--- config.mk ---
export PLATFORM = sky130hd
export DESIGN_NAME = mem_arbiter
export DESIGN_NICKNAME = d
export VERILOG_FILES = /design/src/rtl/mem_pkg.sv /design/src/rtl/mem_prio_sel.sv /design/src/rtl/mem_arbiter.sv
export SDC_FILE = /design/constraint.sdc
export NUM_CORES = 1
export LEC_CHECK = 0
export ABC_AREA = 1
export CAP_MARGIN = 20
export CORE_ASPECT_RATIO = 0.7
export CORE_UTILIZATION = 56
export DETAILED_ROUTE_END_ITERATION = 12
export DONT_BUFFER_PORTS = 1
export PLACE_DENSITY = 0.74
export SYNTH_ARGS = -nofsm -noshare
export SYNTH_HDL_FRONTEND = slang
export SYNTH_SLANG_ARGS = --single-unit
--- constraint.sdc ---
create_clock -name clk -period 2.15 [get_ports clk]
set_input_delay 0.43 -clock clk [delete_from_list [all_inputs] [get_ports clk]]
set_output_delay 0.43 -clock clk [all_outputs]
set_load 0.03 [all_outputs]
--- src/rtl/mem_pkg.sv ---
// Shared constants and encodings for the memory arbiter slice.
package mem_pkg;

  localparam int AW      = 9;
  localparam int DW      = 16;
  localparam int LO_TOP  = 30;
  localparam int HI_BASE = 497;

  typedef enum logic [1:0] {
    S_IDLE  = 2'd0,
    S_ISSUE = 2'd1,
    S_BUSY  = 2'd2,
    S_FAULT = 2'd3
  } state_t;

  typedef enum logic {
    OWN_I = 1'b0,
    OWN_D = 1'b1
  } owner_t;

  // Unmapped hole between the low and high regions.
  function automatic logic in_hole(logic [AW-1:0] a);
    return (int'(a) > LO_TOP) && (int'(a) < HI_BASE);
  endfunction

endpackage

--- src/rtl/mem_prio_sel.sv ---
// Data-first grant selection with an anti-starvation streak counter for fetch.
module mem_prio_sel #(
  parameter int STARVE_LIMIT = 3
) (
  input  logic clk,
  input  logic reset,
  input  logic grant_en,
  input  logic i_req,
  input  logic d_req,
  output logic grant_vld,
  output logic grant_d
);

  localparam logic [1:0] LIM = 2'(STARVE_LIMIT);

  logic [1:0] streak;

  assign grant_vld = grant_en & (i_req | d_req);
  assign grant_d   = d_req & ~(i_req & (streak == LIM));

  always_ff @(posedge clk or posedge reset) begin
    if (reset) begin
      streak <= '0;
    end else if (grant_vld) begin
      if (!grant_d)
        streak <= '0;
      else if (i_req && streak != LIM)
        streak <= streak + 2'd1;
    end
  end

endmodule

--- src/rtl/mem_arbiter.sv ---
// Two-client arbiter in front of the 512x16 multi-cycle memory; one transaction in flight.
module mem_arbiter
  import mem_pkg::*;
#(
  parameter int STARVE_LIMIT = 3
) (
  input  logic          clk,
  input  logic          reset,
  input  logic          i_req,
  input  logic [AW-1:0] i_addr,
  output logic          i_ack,
  output logic          i_rvalid,
  output logic [DW-1:0] i_rdata,
  output logic          i_err,
  input  logic          d_req,
  input  logic          d_we,
  input  logic [AW-1:0] d_addr,
  input  logic [DW-1:0] d_wdata,
  output logic          d_ack,
  output logic          d_rvalid,
  output logic [DW-1:0] d_rdata,
  output logic          d_err,
  output logic          mem_start,
  output logic          mem_rwn,
  output logic [AW-1:0] mem_addr,
  output logic [DW-1:0] mem_wdata,
  input  logic          mem_ready,
  input  logic [DW-1:0] mem_rdata
);

  state_t          state;
  owner_t          own;
  logic            grant_vld, grant_d;
  logic [AW-1:0]   sel_addr;
  logic            sel_we;
  logic [DW-1:0]   sel_wdata;

  mem_prio_sel #(.STARVE_LIMIT(STARVE_LIMIT)) u_sel (
    .clk       (clk),
    .reset     (reset),
    .grant_en  (state == S_IDLE && mem_ready),
    .i_req     (i_req),
    .d_req     (d_req),
    .grant_vld (grant_vld),
    .grant_d   (grant_d)
  );

  // Fetch port is read-only: its write enable and data are forced off.
  assign sel_addr  = grant_d ? d_addr : i_addr;
  assign sel_we    = grant_d & d_we;
  assign sel_wdata = grant_d ? d_wdata : '0;

  // mem_addr/mem_rwn/mem_wdata double as the transaction latches.
  always_ff @(posedge clk or posedge reset) begin
    if (reset) begin
      state     <= S_IDLE;
      own       <= OWN_I;
      i_ack     <= 1'b0;
      i_rvalid  <= 1'b0;
      i_rdata   <= '0;
      i_err     <= 1'b0;
      d_ack     <= 1'b0;
      d_rvalid  <= 1'b0;
      d_rdata   <= '0;
      d_err     <= 1'b0;
      mem_start <= 1'b0;
      mem_rwn   <= 1'b0;
      mem_addr  <= '0;
      mem_wdata <= '0;
    end else begin
      i_ack    <= 1'b0;
      d_ack    <= 1'b0;
      i_rvalid <= 1'b0;
      d_rvalid <= 1'b0;
      unique case (state)
        S_IDLE: begin
          if (grant_vld) begin
            own       <= grant_d ? OWN_D : OWN_I;
            i_ack     <= ~grant_d;
            d_ack     <= grant_d;
            mem_addr  <= sel_addr;
            mem_rwn   <= ~sel_we;
            mem_wdata <= sel_wdata;
            mem_start <= ~in_hole(sel_addr);
            state     <= S_ISSUE;
          end
        end
        S_ISSUE: begin
          mem_start <= 1'b0;
          state     <= in_hole(mem_addr) ? S_FAULT : S_BUSY;
        end
        S_BUSY: begin
          if (mem_ready) begin
            if (own == OWN_D) begin
              d_rvalid <= 1'b1;
              d_rdata  <= mem_rwn ? mem_rdata : '0;
              d_err    <= 1'b0;
            end else begin
              i_rvalid <= 1'b1;
              i_rdata  <= mem_rdata;
              i_err    <= 1'b0;
            end
            state <= S_IDLE;
          end
        end
        S_FAULT: begin
          if (own == OWN_D) begin
            d_rvalid <= 1'b1;
            d_rdata  <= '0;
            d_err    <= 1'b1;
          end else begin
            i_rvalid <= 1'b1;
            i_rdata  <= '0;
            i_err    <= 1'b1;
          end
          state <= S_IDLE;
        end
        default: state <= S_IDLE;
      endcase
    end
  end

endmodule

==> flow_metrics.tcl, run 1 <==
set metrics [dict create \
    num_antenna_cells 0 \
    tightestPinTransition_ns 0.644 \
    place_congestion 0.859 \
    start_util_pct 58.2 \
    synthCells 311 \
    die_w_um 90.4 \
    antenna_found_initial 0 \
    power_frac_clock_pct 17.9 \
    dr.pass1.iters 4 \
    placed_cells 367 \
    ant_nets 0 \
    grt_pass1_vias 2209 \
    dp_hpwl_um 4580 \
    rsz0062_at_grt "false" \
    path_clk_slew_ns 0.07 \
    drt-initial-drc-count 147 \
    die_area_um2 5770 \
    min_period_ns 1.73 \
    overflow 0 \
    cp_slowest_stage_delay_ns 0.45 \
    yosys_warnings 0 \
    synth_seq_cells 70 \
    p_int_uw 2880 \
    io-pin-count 121 \
    die_h_um 63.9 \
    cts_sinks 70 \
    fin_tns_setup_ns 0 \
    cts_tree "built" \
    endpoint_kind "flop" \
    clkLatencyLatePin_ns 0.33 \
    layout-drive-gt1-share_pct 9.68 \
    outcome "finished clean" \
    cpMaxStageDelayCell "dfrtp_1" \
    cts_hold_buf 0 \
    numCtsBuffers 9 \
    core.rowCount 22 \
    critPathArrivalTime_ns 1.97 \
    postLayoutCoreUtil_pct 61.6 \
    finClkSkew_ns 0.00764 \
    coreArea_um2 5260 \
    dr_total_vias 2221 \
    areaGrowthSynthToFinish_pct 5.76 \
    crit_path_start_kind "flop" \
    critical_path_class "reg -> reg" \
    syn-num-nets 368 \
    required_ns 2.39 \
    drv_slew 0 \
    fmax_mhz 579 \
    power_leakage_uw 0.00159 \
    power-per-cell-area_nw_per_um2 1760 \
    swShare_pct 49.3 \
    synthesis.area_um2 3060 \
    grt_first_pass_wirelength_um 11000 \
    drt_wl_total_um 6660 \
    syn_avg_cell_area_um2 9.84 \
    sequentialPowerShare_pct 59.7 \
    p_switching_uw 2800 \
    grt_max_degree 43 \
    period_share_pct 80.4 \
    crit_buf_inv 2 \
    critPathTopFamily "simple AND/OR/NAND/NOR gates" \
    post_cts_buffers 0 \
    cts-htree-levels 3 \
    synthDistinctLibCells 30 \
    wl_per_cell_um 17.4 \
    power_frac_comb_pct 22.3 \
    drc 0 \
    cp_cell_sequence "inv_1 -> nand2_1 -> nor2_2 -> nand2_4 -> nor2_8 -> inv_1 -> o31ai_2" \
    synth_seq_area_share_pct 57.2 \
    instances_no_fill 382 \
    grtUsageTotal_pct 24.9 \
    fin_nets 363 \
    root_buffer "clkbuf_8" \
    relSlewSlack_pct 57.0 \
    finalHoldViolCount 0 \
    hold_class "in -> async" \
    ir_drop_mv 0.806 \
    port_buffers 0 \
    cts_resized 0 \
    drv_cap 0 \
    critical_path.max_fanout 34 \
    routed_via_density 5.81 \
    clk_path_buf_depth 2 \
    finalSetupViolations 0 \
    critPathMostFrequentCell "inv_1" \
]
cell families (layout without fill, tap and decap cells):
family	Yosys count	count (layout)	synth area share, %
DFF	70	70	57.2
and+or+nand+nor	125	125	18.7
AOI/OAI and AO/OA	77	77	16.9
buffers and inverters	38	37	6.82
adders and majority gates	1	1	0.409
path summary, 6_finish.rpt:
path                           from              end  slack [ns]  cells past startpoint
min in group clk               d_we          mem_rwn        0.18                      1
setup / recovery           state[1]  u_sel.streak[0]        0.42                      7
hold reg to reg            state[0]         state[0]        0.51                      1
setup reg to reg           state[1]  u_sel.streak[0]        0.42                      7
max in group asynchronous     reset     mem_wdata[5]        1.49                      2
hold / removal                reset      i_rdata[13]        0.04                      1
layout by cell type, fill, tap and decap left out, drive strengths merged:
master    instances
buf               2
nor4              1
o41ai            15
nand3            11
o21bai            1
nor2             14
o31ai             1
o21ai            41
clkinvlp          2
nand3b            6
a22oi             2
ha                1
bufinv            1
dfrtp            70
a22o             16
a21oi             1
nand4             3
inv              19
clkbuf           11
clkinv            2
nand2            90
power by group through the flow:
stage | Clock (uW) | Combinational (uW) | Sequential [uW]
global placement | 0 | 1230 | 3400
CTS | 1040 | 1270 | 3390
detailed placement | 0 | 1280 | 3400
finish | 1020 | 1270 | 3390
global route | 1090 | 1470 | 3450
floorplan | 0 | 1120 | 3260
state kept, by name (all words and copies together) (netlist names):
signal / count
state: 2
u_sel.streak: 2
mem_rwn: 1
i_err: 1
d_ack: 1
mem_start: 1
i_rdata: 16
mem_wdata: 16
d_rdata: 16
mem_addr: 9
d_err: 1
d_rvalid: 1
i_ack: 1
own: 1
i_rvalid: 1
layer usage:
metal  vias to the layer above  part of all wire [%]  global-route usage (%)
met5                         -                     0                       0
met4                         0                   1.7                    10.3
met3                        15                   9.4                    10.4
met2                       108                    43                    34.1
met1                      1047                    46                    35.1
li1                       1051                     -                       -
Yosys cell counts:
cell type / count / area, um^2
buf_8: 1 / 15.0
a21oi_1: 1 / 5.00
nand2_1: 84 / 315
inv_1: 18 / 67.6
nor4_1: 1 / 6.26
nand2_2: 4 / 25.0
a22o_1: 16 / 140
a22oi_1: 2 / 15.0
nor2_1: 11 / 41.3
nand3_1: 10 / 50.1
clkbuf_1: 5 / 18.8
o21bai_1: 1 / 7.51
nand3_2: 1 / 10.0
nor2_2: 1 / 6.26
nand3b_1: 6 / 45.0
buf_4: 4 / 30.0
nor2_8: 1 / 20.0
nand4_1: 3 / 18.8
ha_1: 1 / 12.5
o21ai_1: 11 / 55.1
buf_2: 4 / 20.0
o31ai_2: 1 / 12.5
nand2_4: 2 / 22.5
dfrtp_1: 70 / 1750
nor2_4: 1 / 11.3
o21ai_0: 30 / 150
o41ai_1: 15 / 131
buf_6: 2 / 22.5
inv_2: 2 / 7.51
clkbuf_8: 2 / 27.5
final cells by class:
cell class	instances	area, um^2
well taps	72	90.1
fillers	452	2020
clock buffers	11	141
inverters	20	78.8
multi-input cells	203	1100
flip-flops and latches	70	1750
clock inverters	4	47.5
repair buffers	2	27.5
metrics by stage:
stage / cell area [um^2] / setup slack [ns] / total power, uW / hold slack (ns)
global route: 3240 / 0.261 / 6010 / 0.0700
detailed placement: 3050 / 0.454 / 4680 / 0.413
global placement: 3050 / 0.547 / 4630 / 0.413
CTS: 3240 / 0.427 / 5710 / 0.0434
finish: 3240 / 0.422 / 5680 / 0.0417
floorplan: 3070 / 0.741 / 4380 / 0.457
No activity file was read; power rests on OpenSTA's default activity.
==> inputs of run 2 (changes only) <==
Settings changed: ABC_AREA 1 to 0, CORE_UTILIZATION 56 to 58.
Clock period 2.15 ns to 1.7 ns, I/O delays scaled along.
==> run 2 against run 1 <==
Net effect:
- via count down 4.1%
- wire length down 5.9%
- final cell count down 3.9%
- maximum frequency up 12%
- non-clock buffer count up 12
- setup slack worse by 0.26 ns
- clock skew down 0.0011 ns
- combinational power up 16%
- sequential share of layout area up 0.44 points
- largest cell class unchanged
- largest power group unchanged
==> flow_metrics.tcl, run 2 <==
set metrics [dict create \
    outcome "finished clean" \
    synthesis.area_um2 2930 \
    instances_no_fill 367 \
    die_area_um2 5340 \
    mostFrequentLayoutCells "84 x nand2_1, 70 x dfrtp_1, 38 x nand3_1" \
    synth_xor_area_share_pct 0 \
    cts_sinks 70 \
    placed_cells 350 \
    r2r_slack_ns 0.16 \
    finalHoldViolCount 0 \
    power_leakage_uw 0.00161 \
    critPathArrivalTime_ns 1.82 \
    synth_edf_count 0 \
    io-pin-count 121 \
    port_buffers 0 \
    routed_via_density 5.81 \
    yosys_warnings 0 \
    crit_path_start_kind "flop" \
    drt-initial-drc-count 146 \
    cp_slowest_stage_delay_ns 0.52 \
    place_congestion 0.797 \
    r2r_cells 5 \
    muxShareOfSynthArea_pct 3.08 \
    relSlewSlack_pct 59.4 \
    die_h_um 61.4 \
    fmax_mhz 649 \
    cp_cell_sequence "o21ai_0 -> or2_1 -> inv_2 -> nand3_1 -> nand2_1" \
    synth-simple-area-share_pct 21.7 \
    coreArea_um2 4810 \
    path_clk_slew_ns 0.07 \
    grt_first_pass_wirelength_um 9160 \
    critical_path.max_fanout 17 \
    areaGrowthSynthToFinish_pct 9.70 \
    synthDistinctLibCells 34 \
    required_ns 1.98 \
    grtUsageTotal_pct 23.6 \
    fillers 411 \
    tightestPinTransition_ns 0.608 \
    critPathLaunch "state[0]" \
    synth_most_common_cell "nand2_1" \
    synth_top_area_cell "dfrtp_1" \
    numCtsBuffers 9 \
    clk_path_buf_depth 2 \
    overflow 0 \
    drv_cap 0 \
    endpoint "i_rdata[13]" \
    synth-compound-area-share_pct 10.6 \
    clkLatencyLatePin_ns 0.34 \
    synth_commonest_cells "84 x nand2_1, 70 x dfrtp_1, 38 x nand3_1, 16 x a22o_1, 15 x o21ai_0" \
    ant_nets 0 \
    cts_tree "built" \
    dr.pass1.iters 4 \
    power-per-cell-area_nw_per_um2 2100 \
    rr_endpoint "i_rdata[13]" \
    drv_slew 0 \
    critical_path_class "reg -> reg" \
    ir_drop_mv 1.09 \
    synthArstFlopShare_pct 100 \
    crit_buf_inv 1 \
    die_w_um 86.9 \
    finClkSkew_ns 0.00650 \
    synth_ff_type "dfrtp_1" \
    core.rowCount 21 \
    syn-num-nets 342 \
    critPathTopFamily "simple AND/OR/NAND/NOR gates" \
    final_common_cell "nand2_1" \
    post_cts_buffers 0 \
    rsz0062_at_grt "false" \
    drt_wl_total_um 6270 \
    layout-drive-gt1-share_pct 11.4 \
    synth_seq_cells 70 \
    crit_cells 5 \
    largestRegisters "d_rdata x16, i_rdata x16, mem_wdata x16" \
    dp_hpwl_um 4510 \
    synthCells 285 \
    synth_seq_area_share_pct 59.8 \
    fin_nets 350 \
    num_antenna_cells 0 \
    cts-htree-levels 3 \
    dr_total_vias 2131 \
    reg2reg_from "state[0]" \
    endpoint_kind "flop" \
    period_share_pct 90.6 \
    min_period_ns 1.54 \
    syn_avg_cell_area_um2 10.3 \
    antenna_found_initial 0 \
    wl_per_cell_um 17.1 \
    root_buffer "clkbuf_8" \
    netlist.area_leader.share_pct 59.8 \
    synth_top_family_by_area "simple AND/OR/NAND/NOR gates" \
    grt_max_degree 21 \
    synth.area.top_cells "dfrtp_1 60%, nand2_1 11%, nand3_1 6.5%" \
    drc 0 \
    finalSetupViolations 0 \
    hold_class "in -> reg" \
    cpMaxStageDelayCell "dfrtp_1" \
    start_util_pct 60.9 \
    synthAdderAreaFrac_pct 0.427 \
    grt_pass1_vias 1862 \
    fin_tns_setup_ns 0 \
]
[run 2: cell count changes after synthesis, moves of 3 or more]
cell / delta
nor2_1: -8
nand3_1: +28
o41ai_1: -15
inv_1: -17
and3_1: +3
nand4_1: -3
o21ai_1: -10
nand3b_1: -6
mux2i_1: +9
nor4_1: +5
o21ai_0: -15
nand2_2: -4
[run 2: through the flow]
step	hold slack [ns]	power, uW	utilization (%)	setup slack, ns	instance area (um^2)
after floorplan	0.425	5240	-	0.292	2930
after global placement	0.255	5580	63.1	0.227	3030
after detailed placement	0.257	5640	63.1	0.176	3030
after CTS	0.0710	6780	66.8	0.154	3210
after global routing	0.0725	7140	66.8	0.0425	3210
final	0.0820	6730	66.8	0.159	3210
[run 2: repair_timing]
action,CTS,global route
hold buffers,1,0
hold endpoints to repair,16,0
gates resized for setup,0,0
[run 2: layout make-up]
class / count / area [um^2] / share of cell area, %
timing repair buffer: 14 / 145 / 4.52
sequential: 70 / 1750 / 54.5
tap: 69 / 86.3 / 2.69
clock inverter: 4 / 22.5 / 0.701
clock buffer: 12 / 145 / 4.52
multi-input combinational: 195 / 1050 / 32.6
inverter: 3 / 15.0 / 0.467
[run 2: power breakdown]
group	leakage [uW]	internal (uW)	switching, uW	total (uW)
clock network	0.0000861	562	579	1140
registers	0.000891	2350	1780	4120
logic	0.000635	579	887	1470
[run 2: worst min path at each step]
stage	end	slack (ns)	cells past startpoint	from
floorplan	mem_rwn	0.42	1	d_we
global placement	d_rdata[14]	0.26	1	reset
detailed placement	d_rdata[12]	0.26	1	reset
CTS	mem_rwn	0.07	1	d_we
global route	mem_rwn	0.07	1	d_we
finish	mem_rwn	0.08	1	d_we
[run 2: metal layers]
layer / share of wire [%] / global-route usage (%) / up-vias
li1: - / - / 998
met1: 44 / 32.3 / 1015
met2: 43 / 31.8 / 109
met3: 12 / 12.7 / 9
met4: 1.1 / 8.10 / 0
met5: 0 / 0 / -
[run 2: cell families after synthesis]
family,after synthesis
flip-flops,70
buffers and inverters,20
multiplexers,9
AO/OA/AOI/OAI,43
AND/OR/NAND/NOR,142
adder cells (fa/ha/maj),1
==> inputs of run 3 (changes only) <==
Settings changed: CTS_BUF_LIST set to sky130_fd_sc_hd__clkbuf_8.
==> run 3 against run 2 <==
Net effect:
- critical path depth is the same
- hold slack gained 0.0058 ns
- highest routed layer unchanged
- via count is the same
- sequential share of layout area is the same
==> flow_metrics.tcl, run 3 (synthesis gave the netlist of run 2 again) <==
set metrics [dict create \
    cpMaxStageDelayCell "dfrtp_1" \
    crit_path_start_kind "flop" \
    dr.pass1.iters 5 \
    overflow 0 \
    num_antenna_cells 0 \
    cp_cell_sequence "o21ai_0 -> or2_1 -> inv_2 -> nand3_1 -> nand2_1" \
    critical_path_class "reg -> reg" \
    final_common_cell "nand2_1" \
    root_buffer "clkbuf_8" \
    power-per-cell-area_nw_per_um2 2090 \
    crit_buf_inv 1 \
    relSlewSlack_pct 58.3 \
    wl_met2_um 2710 \
    cts_hold_buf 1 \
    start_util_pct 60.9 \
    grtUsageTotal_pct 23.6 \
    drt_wl_total_um 6270 \
    die_w_um 86.9 \
    critPathArrivalTime_ns 1.82 \
    dr_total_vias 2131 \
    die_h_um 61.4 \
    required_ns 1.97 \
    routed_via_density 5.81 \
    largestRegisters "d_rdata x16, i_rdata x16, mem_wdata x16" \
    drc 0 \
    power_leakage_uw 0.00162 \
    outcome "finished clean" \
    grt_first_pass_wirelength_um 9160 \
    areaGrowthSynthToFinish_pct 9.70 \
    port_buffers 0 \
    fin_tns_setup_ns 0 \
    wl_per_cell_um 17.1 \
    fin_nets 350 \
    cp_slowest_stage_delay_ns 0.52 \
    antenna_found_initial 0 \
    endpoint_kind "flop" \
    post_cts_buffers 0 \
    min_period_ns 1.55 \
    rsz0062_at_grt "false" \
    critical_path.max_fanout 17 \
    ant_nets 0 \
    cts_resized 0 \
    coreArea_um2 4810 \
    finalSetupViolations 0 \
    clk_path_buf_depth 2 \
    grt_pass1_vias 1862 \
    die_area_um2 5340 \
    mostFrequentLayoutCells "84 x nand2_1, 70 x dfrtp_1, 38 x nand3_1" \
    fmax_mhz 646 \
    ir_drop_mv 1.09 \
    cts-htree-levels 3 \
    critPathTopFamily "simple AND/OR/NAND/NOR gates" \
    dp_hpwl_um 4510 \
    drv_slew 0 \
    core.rowCount 21 \
    postLayoutCoreUtil_pct 66.8 \
    dr_wl_met3_um 701 \
    numCtsBuffers 9 \
    cts_tree "built" \
    layout-drive-gt1-share_pct 11.4 \
    path_clk_slew_ns 0.07 \
    finClkSkew_ns 0.00699 \
    drt-initial-drc-count 146 \
    top_layer "met4" \
    hold_class "in -> reg" \
    tightestPinTransition_ns 0.626 \
    finalHoldViolCount 0 \
    drv_cap 0 \
    cts_sinks 70 \
    clkLatencyLatePin_ns 0.34 \
    period_share_pct 91.0 \
    io-pin-count 121 \
    wl_met1_um 2790 \
    place_congestion 0.797 \
    grt_max_degree 21 \
]
==> run 3: cell types whose count changed in the layout (fill, tap and decap cells not counted) <==
cell	previous run	this run
inv_1	0	2
clkbuf_1	2	0
==> run 3: report_power, final <==
part	internal, uW	leakage, uW	total [uW]	switching [uW]
registers	2350	0.000891	4120	1780
logic	579	0.000635	1470	889
clock network	550	0.0000944	1130	575
==> run 3: cell type report <==
cell class                      count  area, um^2
Clock buffer                       10         138
Clock inverter                      6        30.0
Fill cell                         411        1600
Inverter                            3        15.0
Multi-Input combinational cell    195        1050
Sequential cell                    70        1750
Tap cell                           69        86.3
Timing Repair Buffer               14         145
==> run 3: path summary, 6_finish.rpt <==
| kind | endpoint | start | cells after the start | slack, ns |
|---|---|---|---|---|
| worst max-delay path | i_rdata[2] | state[0] | 5 | 0.15 |
| worst min-delay path | mem_rwn | d_we | 1 | 0.09 |
| worst max register to register | i_rdata[2] | state[0] | 5 | 0.15 |
| worst min register to register | u_sel.streak[0] | u_sel.streak[0] | 1 | 0.50 |
| max in group asynchronous | mem_wdata[9] | reset | 3 | 0.67 |
| min in group asynchronous | d_rdata[12] | reset | 2 | 0.50 |
==> run 3: worst reg2reg max path, delay by kind of cell (launching register included) <==
kind            cells  cell delay (ns)
buf+inv             1             0.29
compound gates      1             0.13
simple gates        3             0.55
flops               1             0.52
==> run 3: stage by stage <==
step / total power, uW / worst slack (ns) / hold slack, ns / cells / cell area, um^2
after floorplan: 5240 / 0.292 / 0.425 / 285 / 2930
after global placement: 5580 / 0.227 / 0.255 / 350 / 3030
after detailed placement: 5640 / 0.176 / 0.257 / 350 / 3030
after CTS: 6760 / 0.154 / 0.0710 / 367 / 3210
after global routing: 7130 / 0.0429 / 0.0725 / 367 / 3210
final: 6720 / 0.153 / 0.0877 / 367 / 3210
==> run 3: per-layer routing <==
metal / GRT usage (%) / vias to the layer above
li1: - / 998
met1: 32.3 / 1020
met4: 8.10 / 0
met2: 31.8 / 105
met5: 0 / -
met3: 12.7 / 8
